$ cat config.mk
export PLATFORM = sky130hd
export DESIGN_NAME = i2s_adc_rx
export DESIGN_NICKNAME = d
export VERILOG_FILES = /design/src/rtl/i2s_pkg.sv /design/src/rtl/i2s_pin_sync.sv /design/src/rtl/i2s_adc_rx.sv
export SDC_FILE = /design/constraint.sdc
export NUM_CORES = 1
export LEC_CHECK = 0
export ABC_CLOCK_PERIOD_IN_PS = 6350
export CAP_MARGIN = 20
export CORE_MARGIN = 4
export CORE_UTILIZATION = 60
export CTS_BUF_LIST = sky130_fd_sc_hd__clkbuf_8
export DETAILED_ROUTE_END_ITERATION = 8
export PLACE_DENSITY = 0.78
export SLEW_MARGIN = 20
export SYNTH_ARGS = -nofsm -noshare
export SYNTH_HDL_FRONTEND = slang
export SYNTH_SLANG_ARGS = --single-unit
$ cat constraint.sdc
create_clock -name clk -period 6.35 [get_ports clk]
set_input_delay 1.27 -clock clk [delete_from_list [all_inputs] [get_ports clk]]
set_output_delay 1.27 -clock clk [all_outputs]
set_load 0.005 [all_outputs]
$ cat src/rtl/i2s_pkg.sv
// Shared definitions for the WM8731 digital audio interface (ADC receive and DAC transmit).
// Holds the receiver state encoding, channel naming and the default sample width.
package i2s_pkg;

  localparam int I2S_SAMPLE_W = 16;

  typedef enum logic [1:0] {
    SYNC  = 2'd0,
    LEFT  = 2'd1,
    RIGHT = 2'd2
  } rx_state_e;

  typedef enum logic {
    CH_LEFT  = 1'b0,
    CH_RIGHT = 1'b1
  } channel_e;

  // I2S mode: LRCK low selects the left channel, high selects the right.
  function automatic channel_e lr_channel(input logic lrck);
    return lrck ? CH_RIGHT : CH_LEFT;
  endfunction

endpackage

$ cat src/rtl/i2s_pin_sync.sv
// Brings one asynchronous codec pin into the clk domain: STAGES synchronizer flops
// plus a history flop, giving a clean level and single-cycle rise/fall strobes.
module i2s_pin_sync #(
  parameter int STAGES = 2
) (
  input  logic clk,
  input  logic rst_n,
  input  logic pin_i,
  output logic level_o,
  output logic rise_o,
  output logic fall_o
);

  logic [STAGES-1:0] sync_q;
  logic              hist_q;

  always_ff @(posedge clk or negedge rst_n) begin
    if (!rst_n) begin
      sync_q <= '0;
      hist_q <= 1'b0;
    end else begin
      sync_q <= {sync_q[STAGES-2:0], pin_i};
      hist_q <= sync_q[STAGES-1];
    end
  end

  assign level_o = sync_q[STAGES-1];
  assign rise_o  = sync_q[STAGES-1] & ~hist_q;
  assign fall_o  = ~sync_q[STAGES-1] & hist_q;

endmodule

$ cat src/rtl/i2s_adc_rx.sv
// WM8731 ADC receive path: observes BCLK/ADCLRCK driven by the FPGA, deserializes
// AUD_ADCDAT into stereo pairs and hands them downstream over valid/ready.
module i2s_adc_rx
  import i2s_pkg::*;
#(
  parameter int SAMPLE_W    = I2S_SAMPLE_W,
  parameter int SYNC_STAGES = 2
) (
  input  logic                clk,
  input  logic                rst_n,
  input  logic                en_i,
  input  logic                bclk_i,
  input  logic                lrck_i,
  input  logic                adcdat_i,
  output logic [SAMPLE_W-1:0] left_o,
  output logic [SAMPLE_W-1:0] right_o,
  output logic                valid_o,
  input  logic                ready_i,
  output logic                overrun_o,
  output logic                frame_err_o
);

  localparam int              CNT_W   = $clog2(SAMPLE_W + 1);
  localparam logic [CNT_W-1:0] CNT_MAX = CNT_W'(SAMPLE_W);

  // Pin conditioning: index 0 = BCLK, 1 = LRCK, 2 = DAT.
  logic [2:0] pin_raw;
  logic [2:0] lvl_s;
  logic [2:0] rise_s;
  logic [2:0] fall_s;
  logic       sync_unused;

  assign pin_raw = {adcdat_i, lrck_i, bclk_i};

  generate
    for (genvar gi = 0; gi < 3; gi++) begin : g_pin
      i2s_pin_sync #(.STAGES(SYNC_STAGES)) u_sync (
        .clk    (clk),
        .rst_n  (rst_n),
        .pin_i  (pin_raw[gi]),
        .level_o(lvl_s[gi]),
        .rise_o (rise_s[gi]),
        .fall_o (fall_s[gi])
      );
    end
  endgenerate

  assign sync_unused = ^{lvl_s[0], rise_s[2:1], fall_s};

  logic bclk_rise;
  logic lrck_s;
  logic dat_s;
  assign bclk_rise = rise_s[0];
  assign lrck_s    = lvl_s[1];
  assign dat_s     = lvl_s[2];

  rx_state_e            state_q, state_d;
  logic [CNT_W-1:0]     bitcnt_q, bitcnt_d;
  logic                 skip_q, skip_d;
  logic                 prev_lr_q, prev_lr_d;
  logic [SAMPLE_W-1:0]  left_sr_q, left_sr_d;
  logic [SAMPLE_W-1:0]  right_sr_q, right_sr_d;
  logic                 done_q, done_d;
  logic                 ferr_q, ferr_d;
  logic                 toggle;
  logic                 short_word;

  always_ff @(posedge clk or negedge rst_n) begin
    if (!rst_n) begin
      state_q    <= SYNC;
      bitcnt_q   <= '0;
      skip_q     <= 1'b0;
      prev_lr_q  <= 1'b0;
      left_sr_q  <= '0;
      right_sr_q <= '0;
      done_q     <= 1'b0;
      ferr_q     <= 1'b0;
    end else begin
      state_q    <= state_d;
      bitcnt_q   <= bitcnt_d;
      skip_q     <= skip_d;
      prev_lr_q  <= prev_lr_d;
      left_sr_q  <= left_sr_d;
      right_sr_q <= right_sr_d;
      done_q     <= done_d;
      ferr_q     <= ferr_d;
    end
  end

  always_comb begin
    state_d    = state_q;
    bitcnt_d   = bitcnt_q;
    skip_d     = skip_q;
    prev_lr_d  = prev_lr_q;
    left_sr_d  = left_sr_q;
    right_sr_d = right_sr_q;
    done_d     = 1'b0;
    ferr_d     = 1'b0;
    toggle     = 1'b0;
    short_word = 1'b0;

    if (!en_i) begin
      state_d    = SYNC;
      bitcnt_d   = '0;
      skip_d     = 1'b0;
      prev_lr_d  = 1'b0;
      left_sr_d  = '0;
      right_sr_d = '0;
    end else if (bclk_rise) begin
      prev_lr_d = lrck_s;
      case (state_q)
        SYNC: begin
          if (prev_lr_q && !lrck_s) begin
            state_d  = LEFT;
            bitcnt_d = '0;
            skip_d   = 1'b1;
          end
        end
        LEFT, RIGHT: begin
          toggle     = (state_q == LEFT) ? (lr_channel(lrck_s) == CH_RIGHT)
                                         : (lr_channel(lrck_s) == CH_LEFT);
          short_word = !skip_q && (bitcnt_q < CNT_MAX);
          if (toggle) begin
            // A truncated word is left-justified so the missing LSBs read as zero.
            if (short_word) begin
              ferr_d = 1'b1;
              if (state_q == LEFT) begin
                left_sr_d = left_sr_q << (CNT_MAX - bitcnt_q);
              end else begin
                right_sr_d = right_sr_q << (CNT_MAX - bitcnt_q);
                done_d     = 1'b1;
              end
            end
            state_d  = (state_q == LEFT) ? RIGHT : LEFT;
            skip_d   = 1'b1;
            bitcnt_d = '0;
          end else if (skip_q) begin
            skip_d = 1'b0;
          end else if (bitcnt_q < CNT_MAX) begin
            bitcnt_d = bitcnt_q + 1'b1;
            if (state_q == LEFT) begin
              left_sr_d = {left_sr_q[SAMPLE_W-2:0], dat_s};
            end else begin
              right_sr_d = {right_sr_q[SAMPLE_W-2:0], dat_s};
              done_d     = (bitcnt_q == CNT_MAX - 1'b1);
            end
          end
        end
        default: state_d = SYNC;
      endcase
    end
  end

  // Output holding register: a completed pair loads if the slot is free or being drained.
  logic [SAMPLE_W-1:0] left_q, right_q;
  logic                valid_q, ovr_q;

  always_ff @(posedge clk or negedge rst_n) begin
    if (!rst_n) begin
      left_q  <= '0;
      right_q <= '0;
      valid_q <= 1'b0;
      ovr_q   <= 1'b0;
    end else begin
      ovr_q <= 1'b0;
      if (done_q) begin
        if (!valid_q || ready_i) begin
          left_q  <= left_sr_q;
          right_q <= right_sr_q;
          valid_q <= 1'b1;
        end else begin
          ovr_q <= 1'b1;
        end
      end else if (valid_q && ready_i) begin
        valid_q <= 1'b0;
      end
    end
  end

  assign left_o      = left_q;
  assign right_o     = right_q;
  assign valid_o     = valid_q;
  assign overrun_o   = ovr_q;
  assign frame_err_o = ferr_q;

endmodule

==> run summary <==
At the worst endpoint, the required time is 6640 ps. The worst register-to-register path ends at right_sr_q[13]$_DFFE_PN0P_. The share of synthesized area in the top cell type comes to 0.430. sky130_fd_sc_hd__dfrtp_1 takes more of the synthesized area than any other cell. Post-CTS repair changed the size of 0 cells. The worst min-delay path category is register to register.

Of the available clock period, the critical path in the final layout requires 0.523. The final worst clock skew came out at 11.5 ps. The region available for standard cell placement spans 7810 µm². The worst setup path is captured at a register. For the final routed database, the setup TNS stands at 0 ps.

The number of top-level pins is 42. The number of hold-slack violations in the final timing report is 0. The critical path startpoint category is a primary input.

Counting I/O delays and the setup requirement, the final critical path takes 3320 ps. The later pin in the worst-skew pair is clocked with a latency of 350 ps. After synthesis, the mean cell area works out to 10.9 µm². The initial antenna violation count was 0.

The number of nets handed over by synthesis was 462. For the pin with the worst max-slew slack, the measured transition is 793 ps. The static leakage came out at 2.32 nW. The worst-case headroom to the max-slew limit is 0.469. The fill cell instance count of the final layout came out at 551. The library cell used most frequently in the layout, excluding fill and tap cells, is sky130_fd_sc_hd__dfrtp_1. Across all layers, the routed design uses 3736 vias. For this block, the routed nets add up to 10.8 mm of wire. In this run the cell area measured after placement is 5280 µm².

The total overflow left after global routing is 0. The count of different cell masters after synthesis is 62. In this run the deepest clock path goes through 2 buffers. The number of nets in the layout came out at 488. The detail route stage leaves a number of antenna-violating nets equal to 0. Dividing the detail-routed via count by the number of cells gives 6.43. The post-DP HPWL is 7.27 mm. In the synthesized netlist the dominant register cell turns out to be sky130_fd_sc_hd__dfrtp_1. The residual DRC count is 0. Overall power consumption after layout is estimated at 1.14 mW. Setup repair after global routing left no endpoint under its margin. The data arrival time at the worst-slack endpoint is 3610 ps. The total CTS buffers came out at 9. The number of clock sinks came out at 84.

In the final layout, the share of cells above drive strength 1 is 0.198. The DRC violation total after the first TritonRoute iteration came out at 319. In the synthesized netlist, the number of instances is 448. The utilization after layout is 0.706.

The number of setup buffers added after CTS is 0. The number of detailed-route iterations in the first pass came out at 5. The placement row count came out at 32. The antenna diode instance count is 0. The tree is rooted in a sky130_fd_sc_hd__clkbuf_8. TritonCTS built the clock tree.

The cell depth of the worst flop-to-flop path is 9. The overall die height is 98.3 µm. The startpoint identified for the worst register-to-register timing path is bitcnt_q[1]$_DFFE_PN0P_. At the end of routability-driven placement, the weighted congestion stood at 0.924.

Registers take 2100 µm². The detail-routed net length per standard cell came out at 18.5 µm. After synthesis, the cell types taking the most area are sky130_fd_sc_hd__dfrtp_1 (43%), sky130_fd_sc_hd__mux4_2 (9.2%), sky130_fd_sc_hd__mux2_2 (8.1%), sky130_fd_sc_hd__nand2_1 (3.8%), sky130_fd_sc_hd__mux2i_1 (3.7%). The total of max-cap violations came out at 0. After synthesis the cells add up to 4890 µm². The total of endpoints with negative setup slack in the final report came out at 0. The run finished with clean final reports. The number of enable flip-flop cells after synthesis came out at 0. The deepest level of the CTS H-tree came out at 3. The area overhead of the layout relative to synthesis is 12.7%. The final design area excluding fillers is 5510 µm². The area occupied by multi-input gates is 2580 µm².

For this configuration, the core starts out at a cell density of 0.626. Power spread over the standard cell area amounts to 207 nW/µm². The number of buffers inserted by hold repair at cts came out at 0. For hold timing, the worst endpoint is g_pin[0].u_sync.sync_q[1]$_DFF_PN0_.

Timing would allow up to 301 MHz. The slack of the worst reg-to-reg path is 3300 ps. In this run the most critical hold path is launched from g_pin[0].u_sync.sync_q[0]$_DFF_PN0_. The number of buffer cells added on primary ports is 41. The number of warning messages in the yosys log came out at 0. The critical path class is primary input to register. The first global-routing pass estimated 18.3 mm of wire. The largest net degree at the start of global routing is 85.

The peak ir drop on the vdd network came out at 0.000118 V. The max-slew violation count is 0. Leaving out fill and tap cells, the most frequent cells in the layout are sky130_fd_sc_hd__dfrtp_1 (83), sky130_fd_sc_hd__nand2_1 (50), sky130_fd_sc_hd__clkdlybuf4s50_1 (40). The proportion of register bits with asynchronous set or reset after synthesis came out at 1.00.

The number of instances on the worst hold path came out at 0. The via count of the first global-routing pass is 3681. After synthesis the netlist holds a flip-flop and latch count of 84. Of all nets on the critical path, the largest fanout is 11. The clock slew seen by the registers of the worst setup and hold paths came out at 80 ps.

The die area came out at 9660 µm². The combined global-route utilization of all metal layers came out at 0.232. The share of the yosys chip area belonging to registers came out at 0.430. The die span in x came out at 98.3 µm.
worst max-delay path, stage by stage:
cell and delay [ps]:
sky130_fd_sc_hd__clkdlybuf4s50_1 700, sky130_fd_sc_hd__nand2b_1 200, sky130_fd_sc_hd__nor2_1 650, sky130_fd_sc_hd__nand2_1 350, sky130_fd_sc_hd__o21ai_0 270, sky130_fd_sc_hd__o22a_1 170
where the power goes:
| group | switching, mW | total [mW] | leakage (nW) | internal (mW) |
|---|---|---|---|---|
| Clock | 0.194 | 0.415 | 0.112 | 0.221 |
| Combinational | 0.0645 | 0.128 | 1.11 | 0.0639 |
| Sequential | 0.0339 | 0.595 | 1.11 | 0.561 |
| Total | 0.292 | 1.14 | 2.32 | 0.846 |
through the flow:
stage	instances	hold slack, ps	worst slack [ps]
floorplan	448	331	3490
global placement	565	332	2690
detailed placement	565	343	2590
CTS	581	363	2950
global route	581	370	2940
finish	581	360	3030
registers in the layout, summed over array words and instances, names as in the netlist:
register	cells
left_o	16
right_sr_q	16
valid_o	1
prev_lr_q	1
g_pin.u_sync.hist_q	1
g_pin.u_sync.sync_q	6
bitcnt_q	5
state_q	2
skip_q	1
frame_err_o	1
left_sr_q	16
done_q	1
overrun_o	1
right_o	16
cell families after synthesis:
group                    count (synthesis)  synth area share
AND/OR/NAND/NOR                        132             0.126
AO/OA/AOI/OAI                          106             0.159
flip-flops                              84             0.430
multiplexers                            73             0.210
buffers and inverters                   41            0.0463
adder cells (fa/ha/maj)                  7            0.0179
XOR/XNOR                                 5            0.0105
metal layers:
layer / vias to the layer above / wire length (µm) / track usage
met1: 1848 / 4650 / 0.328
li1: 1713 / - / -
met5: - / 0 / 0
met4: 0 / 128 / 0.0851
met3: 18 / 740 / 0.0429
met2: 157 / 5240 / 0.360
final cells by class:
class	instances	area share
clock inverters	7	0.0168
flip-flops and latches	84	0.382
clock buffers	9	0.0225
inverters	10	0.00681
multi-input cells	323	0.468
well taps	102	0.0232
repair buffers	46	0.0815
synthesized netlist by cell type, drive strengths merged, types with 2 or more instances:
cell type,count
a221o,2
mux2i,18
and3,9
ha,7
a2bb2oi,7
nand2b,6
nor2b,3
or2,3
a221oi,7
xnor2,3
mux4,20
mux2,35
clkbuf,10
inv,9
o211ai,7
buf,21
a31oi,11
o2bb2ai,4
or3,2
xor2,2
nand3,7
nand4,2
nand2,50
dfrtp,84
o22a,4
o31ai,3
o21ai,28
nor3,6
a21oi,18
a32oi,2
nor2,39
a22oi,2
worst max-delay path by stage:
stage,startpoint,end,slack [ps],cells past startpoint
final,en_i,right_sr_q[13]$_DFFE_PN0P_,3030,6
after global routing,en_i,right_sr_q[12]$_DFFE_PN0P_,2940,6
after CTS,en_i,right_sr_q[15]$_DFFE_PN0P_,2950,6
after detailed placement,en_i,right_sr_q[15]$_DFFE_PN0P_,2590,6
after global placement,en_i,right_sr_q[15]$_DFFE_PN0P_,2690,6
after floorplan,bitcnt_q[0]$_DFFE_PN0P_,left_sr_q[3]$_DFFE_PN0P_,3490,13
Power figures use the tool's default switching activity.
